## config.mk

```make
export PLATFORM = sky130hd
export DESIGN_NAME = prsim_chan_sink
export DESIGN_NICKNAME = d
export VERILOG_FILES = /design/src/rtl/prsim_chan_sink_pkg.sv /design/src/rtl/prsim_sync_n.sv /design/src/rtl/prsim_chan_sink.sv
export SDC_FILE = /design/constraint.sdc
export NUM_CORES = 1
export LEC_CHECK = 0
export ABC_AREA = 1
export BUFFER_PORTS_ARGS = -buffer_cell sky130_fd_sc_hd__buf_2
export CORE_MARGIN = 10
export CORE_UTILIZATION = 56
export DETAILED_ROUTE_END_ITERATION = 8
export PLACE_DENSITY = 0.78
export SLEW_MARGIN = 30
export SYNTH_ARGS = -nofsm -noshare
export SYNTH_HDL_FRONTEND = slang
export SYNTH_SLANG_ARGS = --single-unit
export TNS_END_PERCENT = 20
```

## constraint.sdc

```tcl
create_clock -name clk -period 1.7 [get_ports clk]
set_input_delay 0.085 -clock clk [delete_from_list [all_inputs] [get_ports clk]]
set_output_delay 0.085 -clock clk [all_outputs]
set_load 0.005 [all_outputs]
```

## src/rtl/prsim_chan_sink_pkg.sv

```systemverilog
// Shared types and constants for the prsim four-phase channel sink.
package prsim_chan_sink_pkg;

    localparam int unsigned COUNT_W = 16;

    typedef enum logic [1:0] {
        IDLE  = 2'd0,
        STALL = 2'd1,
        ACK   = 2'd2
    } state_e;

endpackage

```

## src/rtl/prsim_sync_n.sv

```systemverilog
// N-flop synchronizer for single-bit signals crossing from prsim into clk.
module prsim_sync_n #(
    parameter int unsigned STAGES = 2
) (
    input  logic clk,
    input  logic rst,
    input  logic d_i,
    output logic q_o
);

    logic [STAGES-1:0] sync_q;

    always_ff @(posedge clk) begin
        if (rst) begin
            sync_q <= '0;
        end else begin
            sync_q <= {sync_q[STAGES-2:0], d_i};
        end
    end

    assign q_o = sync_q[STAGES-1];

endmodule

```

## src/rtl/prsim_chan_sink.sv

```systemverilog
// Four-phase bundled-data receiver: synchronizes req, acks, and queues tokens.
// Optional ack-phase watchdog enabled by defining PRSIM_CHAN_SINK_TIMEOUT_EN.
module prsim_chan_sink
    import prsim_chan_sink_pkg::*;
#(
    parameter int unsigned DATA_W      = 4,
    parameter int unsigned SYNC_STAGES = 2,
    parameter int unsigned FIFO_DEPTH  = 4,
    parameter int unsigned TIMEOUT_CYC = 64
) (
    input  logic               clk,
    input  logic               rst,
    input  logic               req_i,
    input  logic [DATA_W-1:0]  data_i,
    output logic               ack_o,
    output logic               out_valid_o,
    output logic [DATA_W-1:0]  out_data_o,
    input  logic               out_ready_i,
    output logic [COUNT_W-1:0] count_o,
    output logic               timeout_o
);

    localparam int unsigned AW = $clog2(FIFO_DEPTH);

    logic req_s;
    state_e state_q, state_d;
    logic ack_q, ack_d;
    logic [COUNT_W-1:0] count_q, count_d;
    logic push_c, pop_c, full_c, empty_c;
    logic [AW:0] wptr_q, rptr_q;
    logic [DATA_W-1:0] mem_q [FIFO_DEPTH];

    prsim_sync_n #(.STAGES(SYNC_STAGES)) u_req_sync (
        .clk (clk),
        .rst (rst),
        .d_i (req_i),
        .q_o (req_s)
    );

    // Occupancy from registered pointers only; a same-cycle pop never frees space.
    assign full_c  = (wptr_q[AW] != rptr_q[AW]) && (wptr_q[AW-1:0] == rptr_q[AW-1:0]);
    assign empty_c = (wptr_q == rptr_q);
    assign pop_c   = out_ready_i && !empty_c;

    always_ff @(posedge clk) begin
        if (rst) begin
            state_q <= IDLE;
        end else begin
            state_q <= state_d;
        end
    end

    always_comb begin
        state_d = state_q;
        unique case (state_q)
            IDLE:    if (req_s) state_d = full_c ? STALL : ACK;
            STALL:   if (!full_c) state_d = ACK;
            ACK:     if (!req_s) state_d = IDLE;
            default: state_d = IDLE;
        endcase
    end

    always_comb begin
        push_c  = 1'b0;
        ack_d   = ack_q;
        count_d = count_q;
        if (((state_q == IDLE) && req_s && !full_c) || ((state_q == STALL) && !full_c)) begin
            push_c  = 1'b1;
            ack_d   = 1'b1;
            count_d = count_q + COUNT_W'(1);
        end else if ((state_q == ACK) && !req_s) begin
            ack_d = 1'b0;
        end
    end

    always_ff @(posedge clk) begin
        if (rst) begin
            ack_q   <= 1'b0;
            count_q <= '0;
        end else begin
            ack_q <= ack_d;
            if (push_c) count_q <= count_d;
        end
    end

    // Token FIFO with wrap-bit pointers.
    always_ff @(posedge clk) begin
        if (rst) begin
            wptr_q <= '0;
            rptr_q <= '0;
            for (int i = 0; i < FIFO_DEPTH; i++) mem_q[i] <= '0;
        end else begin
            if (push_c) begin
                mem_q[wptr_q[AW-1:0]] <= data_i;
                wptr_q <= wptr_q + (AW+1)'(1);
            end
            if (pop_c) rptr_q <= rptr_q + (AW+1)'(1);
        end
    end

    assign ack_o       = ack_q;
    assign count_o     = count_q;
    assign out_valid_o = !empty_c;
    assign out_data_o  = mem_q[rptr_q[AW-1:0]];

`ifdef PRSIM_CHAN_SINK_TIMEOUT_EN
    localparam int unsigned TW = (TIMEOUT_CYC > 1) ? $clog2(TIMEOUT_CYC) : 1;

    logic [TW-1:0] wd_cnt_q;
    logic          timeout_q;

    // Counts edges spent in ACK; flag trips on the TIMEOUT_CYC-th and sticks.
    always_ff @(posedge clk) begin
        if (rst) begin
            wd_cnt_q  <= '0;
            timeout_q <= 1'b0;
        end else if (state_q != ACK) begin
            wd_cnt_q <= '0;
        end else if (wd_cnt_q == TW'(TIMEOUT_CYC - 1)) begin
            timeout_q <= 1'b1;
        end else begin
            wd_cnt_q <= wd_cnt_q + TW'(1);
        end
    end

    assign timeout_o = timeout_q;
`else
    logic unused_timeout_cfg;
    assign unused_timeout_cfg = ^TIMEOUT_CYC;
    assign timeout_o = 1'b0;
`endif

endmodule

```

==> metrics, run 1 <==
f_max 0.632 GHz; DR vias 1,836; Seq/Total Area, Yosys 49.8%; HP Start rst; drt pass-1 iters 4; Final Cycle Share 93.0%; logic gate share of total power 11.3%; Multi-input gate area 973 um2; first-pass GRT wire length 7470 um; Place WS 81.4 ps; clock share of power 35.8%; postcts setup bufs 0; CP Capture Type register; Worst-path clk slew 90 ps; share of flip-flops with an asynchronous set or reset 0%; most area-consuming cells after synthesis dfxtp_1, edfxtp_1, nand2_1; vias in the first global route 1,694; largest net degree at the start of global routing 16; layout cell share with drive strength beyond 1 17.2%; most frequent cells in the layout nand2_1, nor2_1, buf_2; ANT cells 0; Syn. warnings 0; GRT Overall Usage 14.2%; IO buf count 29; vias per inst 5.14; R2R Path Start rptr_q[0]; Net count, final 319; Mean Syn Cell Area 7.78 um2; area delta synth->final 16.6%; distinct cell type count after synthesis 25; CP top delay family simple AND/OR/NAND/NOR gates; Post-synth EDFFs 16; initial antenna violation count 0; grt ovf 0; Net Sw Power 560 uW; die height 81.7 um; cell area after placement 2320 um2; Worst EP required 1680 ps; final clock skew 8.37 ps; final setup violation count 0; drt total wl 4580 um; post-detail-place hpwl 3400 um; Setup TNS 0 ps; Cells after Synth 274; clk buf depth 2; Seq. cell area 1060 um2; syn_nets 285; kind of critical path register to register; Worst Setup SP rptr_q[0]; Critical Path, Cell by Cell xnor2_2 > nand3_2 > nand2_4 > nand2_1 > inv_1 > nor2_1; Seq pwr share 52.9%; DRC 0; gpl congestion 0.919; Power Internal 1700 uW; Max Slew Vio Count 0; P_leak 0.00105 uW; Yosys top cell by area dfxtp_1; max_cap viols 0; root buffer cell clkbuf_8; Hold Slack 74.6 ps; Initial DRC Count 127; TritonCTS Sinks 45; Die ar. 6670 um2; Worst EP arrival 1560 ps; Inst Count DP 348; slowest stage delay, CP 430 ps; worst skew pair latency 300 ps; row count 22; Startpoint Class register; Worst Path Buf+Inv 1; result of the run finished, final reports clean; top_reg_cell synth dfxtp_1; Routed wire per std cell 12.8 um; Fillers 316; Final WS setup 119 ps; I/O pin count 31; TritonCTS clock tree done; VDD IR max 0.000483 V; Hold Path Class input port to register; antenna viol nets, final 0; H-tree levels 2; Core Box Area 3660 um2; Slowest cell on crit path dfxtp_1; Inserted Clock Buffers 5; Initial Utilization 58.2%; Final Non-Filler Cells 357; Final Hold Viols 0; flops & latches, synth 45; minimum clock period 1580 ps; Synth Cell Area 2130 um2; final instance area 2480 um2; most common cell after layout, fill and taps aside nand2_1; Sw Share 24.8%; critical path fanouts, max 8; share of the synthesized area in the top cell type 27.2%; Die Width 81.7 um; PwrDens 909 nW/um2
metrics by stage:
stage | utilization, % | total power, uW
floorplan | - | 1370
global placement | 63.4 | 1460
detailed placement | 63.4 | 1460
CTS | 66.8 | 2260
global route | 67.9 | 2350
finish | 67.9 | 2260
per-layer routing:
metal / vias up / share of wire (%) / GRT usage, % / routed length, um
li1: 947 / - / - / -
met1: 829 / 43 / 16.2 / 1950
met2: 50 / 48 / 23.1 / 2210
met3: 10 / 7.0 / 4.59 / 320
met4: 0 / 2.2 / 7.65 / 99
met5: - / 0 / 0 / 0
layout make-up:
| class | count | share of cell area (%) |
|---|---|---|
| Inverter | 25 | 3.78 |
| Clock buffer | 5 | 2.77 |
| Multi-Input combinational cell | 198 | 39.2 |
| Sequential cell | 45 | 42.8 |
| Timing Repair Buffer | 33 | 7.15 |
| Clock inverter | 3 | 1.86 |
| Tap cell | 48 | 2.42 |
state kept, by name, indices dropped and copies added, names as in the netlist, named ones only:
name               flops
count_o               16
rptr_q                 3
state_q                2
wptr_q                 3
ack_o                  1
u_req_sync.sync_q      2
mem_q                 16
cells in the mapped netlist, types with 2 or more instances:
cell and n:
nand2_1 72, nor2_1 51, dfxtp_1 29, inv_1 23, a21oi_1 17, edfxtp_1 16
o21ai_0 13, nand3_1 12, xor2_1 8, xnor2_1 5, nand4_1 4, o22ai_1 4
clkbuf_1 3, ha_1 3, buf_4 2, inv_2 2, nand3b_1 2
power by group through the flow:
stage	clock network [uW]	registers, uW	logic [uW]
CTS	819	1190	250
detailed placement	0	1220	247
floorplan	0	1200	171
global placement	0	1220	241
finish	808	1200	255
global route	861	1200	288
cell families (layout without fill, tap and decap cells):
| group | count (synthesis) | after routing | share of synthesized area (%) |
|---|---|---|---|
| AO/OA/AOI/OAI | 35 | 35 | 8.57 |
| XOR/XNOR | 13 | 13 | 5.34 |
| adder cells (fa/ha/maj) | 3 | 3 | 1.76 |
| buffers and inverters | 31 | 66 | 6.17 |
| flip-flops | 45 | 45 | 49.8 |
| other | 1 | 1 | 0.176 |
| AND/OR/NAND/NOR | 146 | 146 | 28.2 |
final timing paths:
kind	to	slack, ps	cells past startpoint
hold reg to reg	u_req_sync.sync_q[1]	410	2
setup / recovery	mem_q[3][2]	120	6
hold / removal	rptr_q[2]	70	2
setup reg to reg	mem_q[3][2]	120	6
timing repair:
action,4_1_cts,5_1_grt
setup endpoints to repair,0,18
gates resized for setup,0,9
hold buffers,1,0
hold endpoints to repair,1,0
Power figures use the tool's default switching activity.
==> run 2: changes to the inputs <==
- CORE_MARGIN: 10 -> 2
- SYNTH_HIERARCHICAL: not set -> 1
==> metrics, run 2 <==
Hold Path Class input port to register; Sw Share 24.5%; clock share of power 35.2%; max_cap viols 0; Inserted Clock Buffers 5; GRT Overall Usage 21.3%; flops & latches, synth 45; Setup TNS 0 ps; HP Start rst; final instance area 2490 um2; grt ovf 0; Final Hold Viols 0; share of the synthesized area in the top cell type 27.2%; VDD IR max 0.000789 V; Initial DRC Count 90; post-synthesis simple-gate area fraction 28.1%; Place WS 74.9 ps; vias per inst 5.06; Max Slew Vio Count 0; Multi-input gate area 965 um2; post-synthesis xor/xnor area fraction 4.92%; row count 22; largest net degree at the start of global routing 16; critical path fanouts, max 7; result of the run finished, final reports clean; layout cell share with drive strength beyond 1 16.6%; post-detail-place hpwl 3090 um; Final Non-Filler Cells 361; top_reg_cell synth dfxtp_1; cell with the most instances after synthesis nand2_1; Die ar. 4330 um2; H-tree levels 2; Seq/Total Area, Yosys 49.6%; PwrDens 900 nW/um2; Net count, final 323; Syn. warnings 6; root buffer cell clkbuf_8; compound-cell area share of the yosys netlist 8.78%; Core Box Area 3660 um2; ANT cells 0; clk buf depth 2; minimum clock period 1600 ps; TritonCTS clock tree done; fraction of synthesized area in multiplexers 0%; most area-consuming cells after synthesis dfxtp_1, edfxtp_1, nand2_1; Worst EP required 1710 ps; most frequent cells in the layout nand2_1, nor2_1, dfxtp_1, buf_2, inv_1; gpl congestion 0.803; final setup violation count 0; CP Capture Type register; Final WS setup 101 ps; Cells after Synth 276; Initial Utilization 58.4%; I/O pin count 31; Worst Setup SP u_req_sync/sync_q[1]; Power Internal 1690 uW; syn_nets 287; Final Cycle Share 94.1%; f_max 0.625 GHz; Fillers 305; Routed wire per std cell 12.0 um; vias in the first global route 1,640; Net Sw Power 549 uW; first-pass GRT wire length 6960 um; IO buf count 29; cell area after placement 2320 um2; Synth Cell Area 2140 um2; area delta synth->final 16.4%; TritonCTS Sinks 45; DRC 0; final clock skew 5.03 ps; largest family of logic cells by synthesized area simple AND/OR/NAND/NOR gates; Startpoint Class register; Seq. cell area 1060 um2; Post-synth EDFFs 16; logic gate share of total power 11.4%; R2R Path Start u_req_sync/sync_q[1]; most frequent cells after synthesis nand2_1, nor2_1, dfxtp_1; Die Width 65.8 um; Worst-path clk slew 80 ps; antenna viol nets, final 0; distinct cell type count after synthesis 26; worst skew pair latency 300 ps; P_leak 0.00106 uW; initial antenna violation count 0; kind of critical path register to register; area share of fa/ha/maj cells after synthesis 1.76%; drt pass-1 iters 4; die height 65.8 um; Worst EP arrival 1610 ps; Mean Syn Cell Area 7.75 um2; Yosys top cell by area dfxtp_1; Seq pwr share 53.4%; DR vias 1,827; drt total wl 4350 um; Inst Count DP 350; most common cell after layout, fill and taps aside nand2_1; share of flip-flops with an asynchronous set or reset 0%
==> run 2: changes by cell type after synthesis, moves of 2 or more <==
cell / change
nor2_1: +2
inv_1: +2
nand2_1: -2
o21ai_0: +2
==> run 2: layout make-up <==
type                       count  area share, %
clock inverter                 3           1.66
timing repair buffer          35           7.74
multi-input combinational    198           38.7
sequential                    45           42.6
tap                           48           2.41
inverter                      27           4.07
clock buffer                   5           2.76
==> run 2: cells by family (layout without fill, tap and decap cells) <==
family                   after synthesis  after routing
other                                  1              1
flip-flops                            45             45
buffers and inverters                 33             70
AND/OR/NAND/NOR                      146            146
AO/OA/AOI/OAI                         36             36
adder cells (fa/ha/maj)                3              3
XOR/XNOR                              12             12
==> run 2: path summary, 6_finish.rpt <==
check | end | slack [ps] | depth (start not counted)
setup / recovery | mem_q[1][1] | 100 | 6
setup reg to reg | mem_q[1][1] | 100 | 6
hold reg to reg | u_req_sync/sync_q[1] | 410 | 2
hold / removal | rptr_q[2] | 40 | 2
==> run 2: repair_timing <==
item | 4_1_cts | 5_1_grt
buffers inserted | 0 | 2
hold buffers | 1 | 0
setup endpoints to repair | 0 | 17
resized for setup | 0 | 7
hold endpoints to repair | 1 | 0
==> run 2: per-stage QoR <==
| step | util [%] | hold slack, ps | power [uW] |
|---|---|---|---|
| after detailed placement | 63.5 | 296 | 1460 |
| after global routing | 68.0 | 51.8 | 2330 |
| after CTS | 66.8 | 31.1 | 2240 |
| after floorplan | - | 156 | 1370 |
| after global placement | 63.5 | 283 | 1450 |
| final | 68.0 | 39.2 | 2240 |
==> run 2: critical path, cell delays in order (launching register included) <==
cell	delay, ps
dfxtp_1	340
nor2_1	80
nor3_1	310
nand2_4	140
inv_2	120
nand3_1	170
nand2_2	160
==> run 2: layer usage <==
layer / routed length, um / up-vias / track usage [%]
met5: 0 / - / 0
met4: 59 / 0 / 7.29
met3: 167 / 7 / 4.43
met2: 2110 / 42 / 36.0
met1: 2010 / 822 / 26.9
li1: - / 956 / -
==> run 2: power groups by stage <==
stage | sequential, uW | combinational (uW) | clock [uW]
floorplan | 1200 | 172 | 0
global placement | 1220 | 236 | 0
detailed placement | 1220 | 241 | 0
CTS | 1190 | 243 | 801
global route | 1200 | 285 | 840
finish | 1200 | 256 | 788
==> run 3: changes to the inputs <==
- CORE_UTILIZATION: 56 -> 44
- PLACE_DENSITY: 0.78 -> not set
- RECOVER_POWER: not set -> 100
==> metrics, run 3 (synthesis gave the netlist of run 2 again) <==
Worst Hold Path Cells 3; R2R Path Start rptr_q[2]; Tot Pwr 2250 uW; area delta synth->final 17.2%; f_max 0.637 GHz; Startpoint Class register; Multi-input gate area 977 um2; Initial Utilization 45.6%; Sw Share 24.7%; TritonCTS clock tree done; clk buf depth 2; DRC 0; kind of critical path register to register; Hold Path Class input port to register; antenna viol nets, final 0; post-detail-place hpwl 3290 um; layout cell share with drive strength beyond 1 13.7%; Worst-path clk slew 80 ps; unrepaired setup endpoints after global routing false; result of the run finished, final reports clean; Seq. cell area 1060 um2; TritonCTS Sinks 45; Final Hold Viols 0; vias in the first global route 1,574; Routed wire per std cell 12.2 um; Net count, final 324; minimum clock period 1570 ps; Setup TNS 0 ps; max_cap viols 0; Fillers 468; cell depth of the worst setup path 6; slowest stage delay, CP 360 ps; Inserted Clock Buffers 5; Slowest cell on crit path dfxtp_1; P_leak 0.00102 uW; clock share of power 35.2%; drt total wl 4500 um; HP Start out_ready_i; grt ovf 0; Net Sw Power 556 uW; root buffer cell clkbuf_8; Worst Path Buf+Inv 1; ANT cells 0; die height 73.7 um; DR vias 1,816; Worst EP arrival 1570 ps; Critical Path, Cell by Cell xor2_2 > nand3_4 > nand2_4 > inv_2 > nand3_1 > nand2_1; final setup violation count 0; H-tree levels 2; vias per inst 4.93; IO buf count 29; Die ar. 5430 um2; Power Internal 1700 uW; worst skew pair latency 290 ps; Final Cycle Share 92.4%; gpl congestion 0.798; Die Width 73.7 um; row count 25; Max Slew Vio Count 0; critical path fanouts, max 7; PwrDens 899 nW/um2; Worst Setup SP rptr_q[2]; FF-to-FF path depth 6; Worst EP required 1700 ps; Core Box Area 4690 um2; Seq pwr share 53.1%; VDD IR max 0.000557 V; initial antenna violation count 0; logic gate share of total power 11.7%; drt pass-1 iters 4; CP Capture Type register; most common cell after layout, fill and taps aside nand2_1; GRT Overall Usage 18.0%; final clock skew 6.00 ps; most frequent cells in the layout nand2_1, nor2_1, dfxtp_1; largest net degree at the start of global routing 21; CP top delay family simple AND/OR/NAND/NOR gates; I/O pin count 31; first-pass GRT wire length 7410 um; Initial DRC Count 143
## run 3: changes by cell type in the layout (fill, tap and decap cells not counted)
cell and delta:
nor3_1 -1, nand2_2 -3, buf_4 +1, buf_2 -11, nor3_2 +1, xor2_2 +1
nand2_1 +3, xor2_1 -1, nand3_2 -1, dfxtp_1 -2, clkbuf_1 +11, nand3_4 +1
dfxtp_2 +2
## run 3: repair_timing
action,in CTS,in global routing
hold buffers,1,0
setup endpoints to repair,0,32
setup buffers,0,1
gates resized for setup,0,9
endpoints found under the hold margin,1,0
## run 3: cell type report
type / instances / area share (%)
Clock buffer: 5 / 2.75
Clock inverter: 3 / 1.65
Sequential cell: 45 / 42.4
Inverter: 27 / 4.04
Tap cell: 54 / 2.70
Timing Repair Buffer: 36 / 7.44
Multi-Input combinational cell: 198 / 39.0
## run 3: path summary, 6_finish.rpt
check | to | slack, ps
max | mem_q[1][1] | 130
min | rptr_q[2] | 90
max reg2reg | mem_q[1][1] | 130
min reg2reg | u_req_sync/sync_q[1] | 410
## run 3: worst min-delay path: stages
cell and delay [ps]:
buf_2 120, nand3_1 70, a21oi_1 60
## run 3: per-layer routing
layer	part of all wire (%)	routed length, um	track usage, %
met5	0	0	0
met4	0.82	37	6.06
met3	3.6	162	3.29
met2	49	2200	29.6
met1	47	2100	23.8
## run 3: metrics by stage
step           setup WS [ps]  instances  hold WS, ps  cell area (um2)  util, %
6_report                 130        368         85.3             2510     53.4
5_1_grt                0.437        368          102             2510     53.4
4_1_cts                 16.0        367         81.0             2470     52.6
3_5_place_dp            50.0        358          297             2350     50.0
3_3_place_gp             124        358          283             2350     50.0
2_1_floorplan            250        276          156             2140        -
## run 3: power groups by stage
stage	clock (uW)	sequential (uW)	combinational, uW
floorplan	0	1200	172
global placement	0	1220	248
detailed placement	0	1220	250
CTS	810	1190	254
global route	849	1200	297
finish	793	1200	262
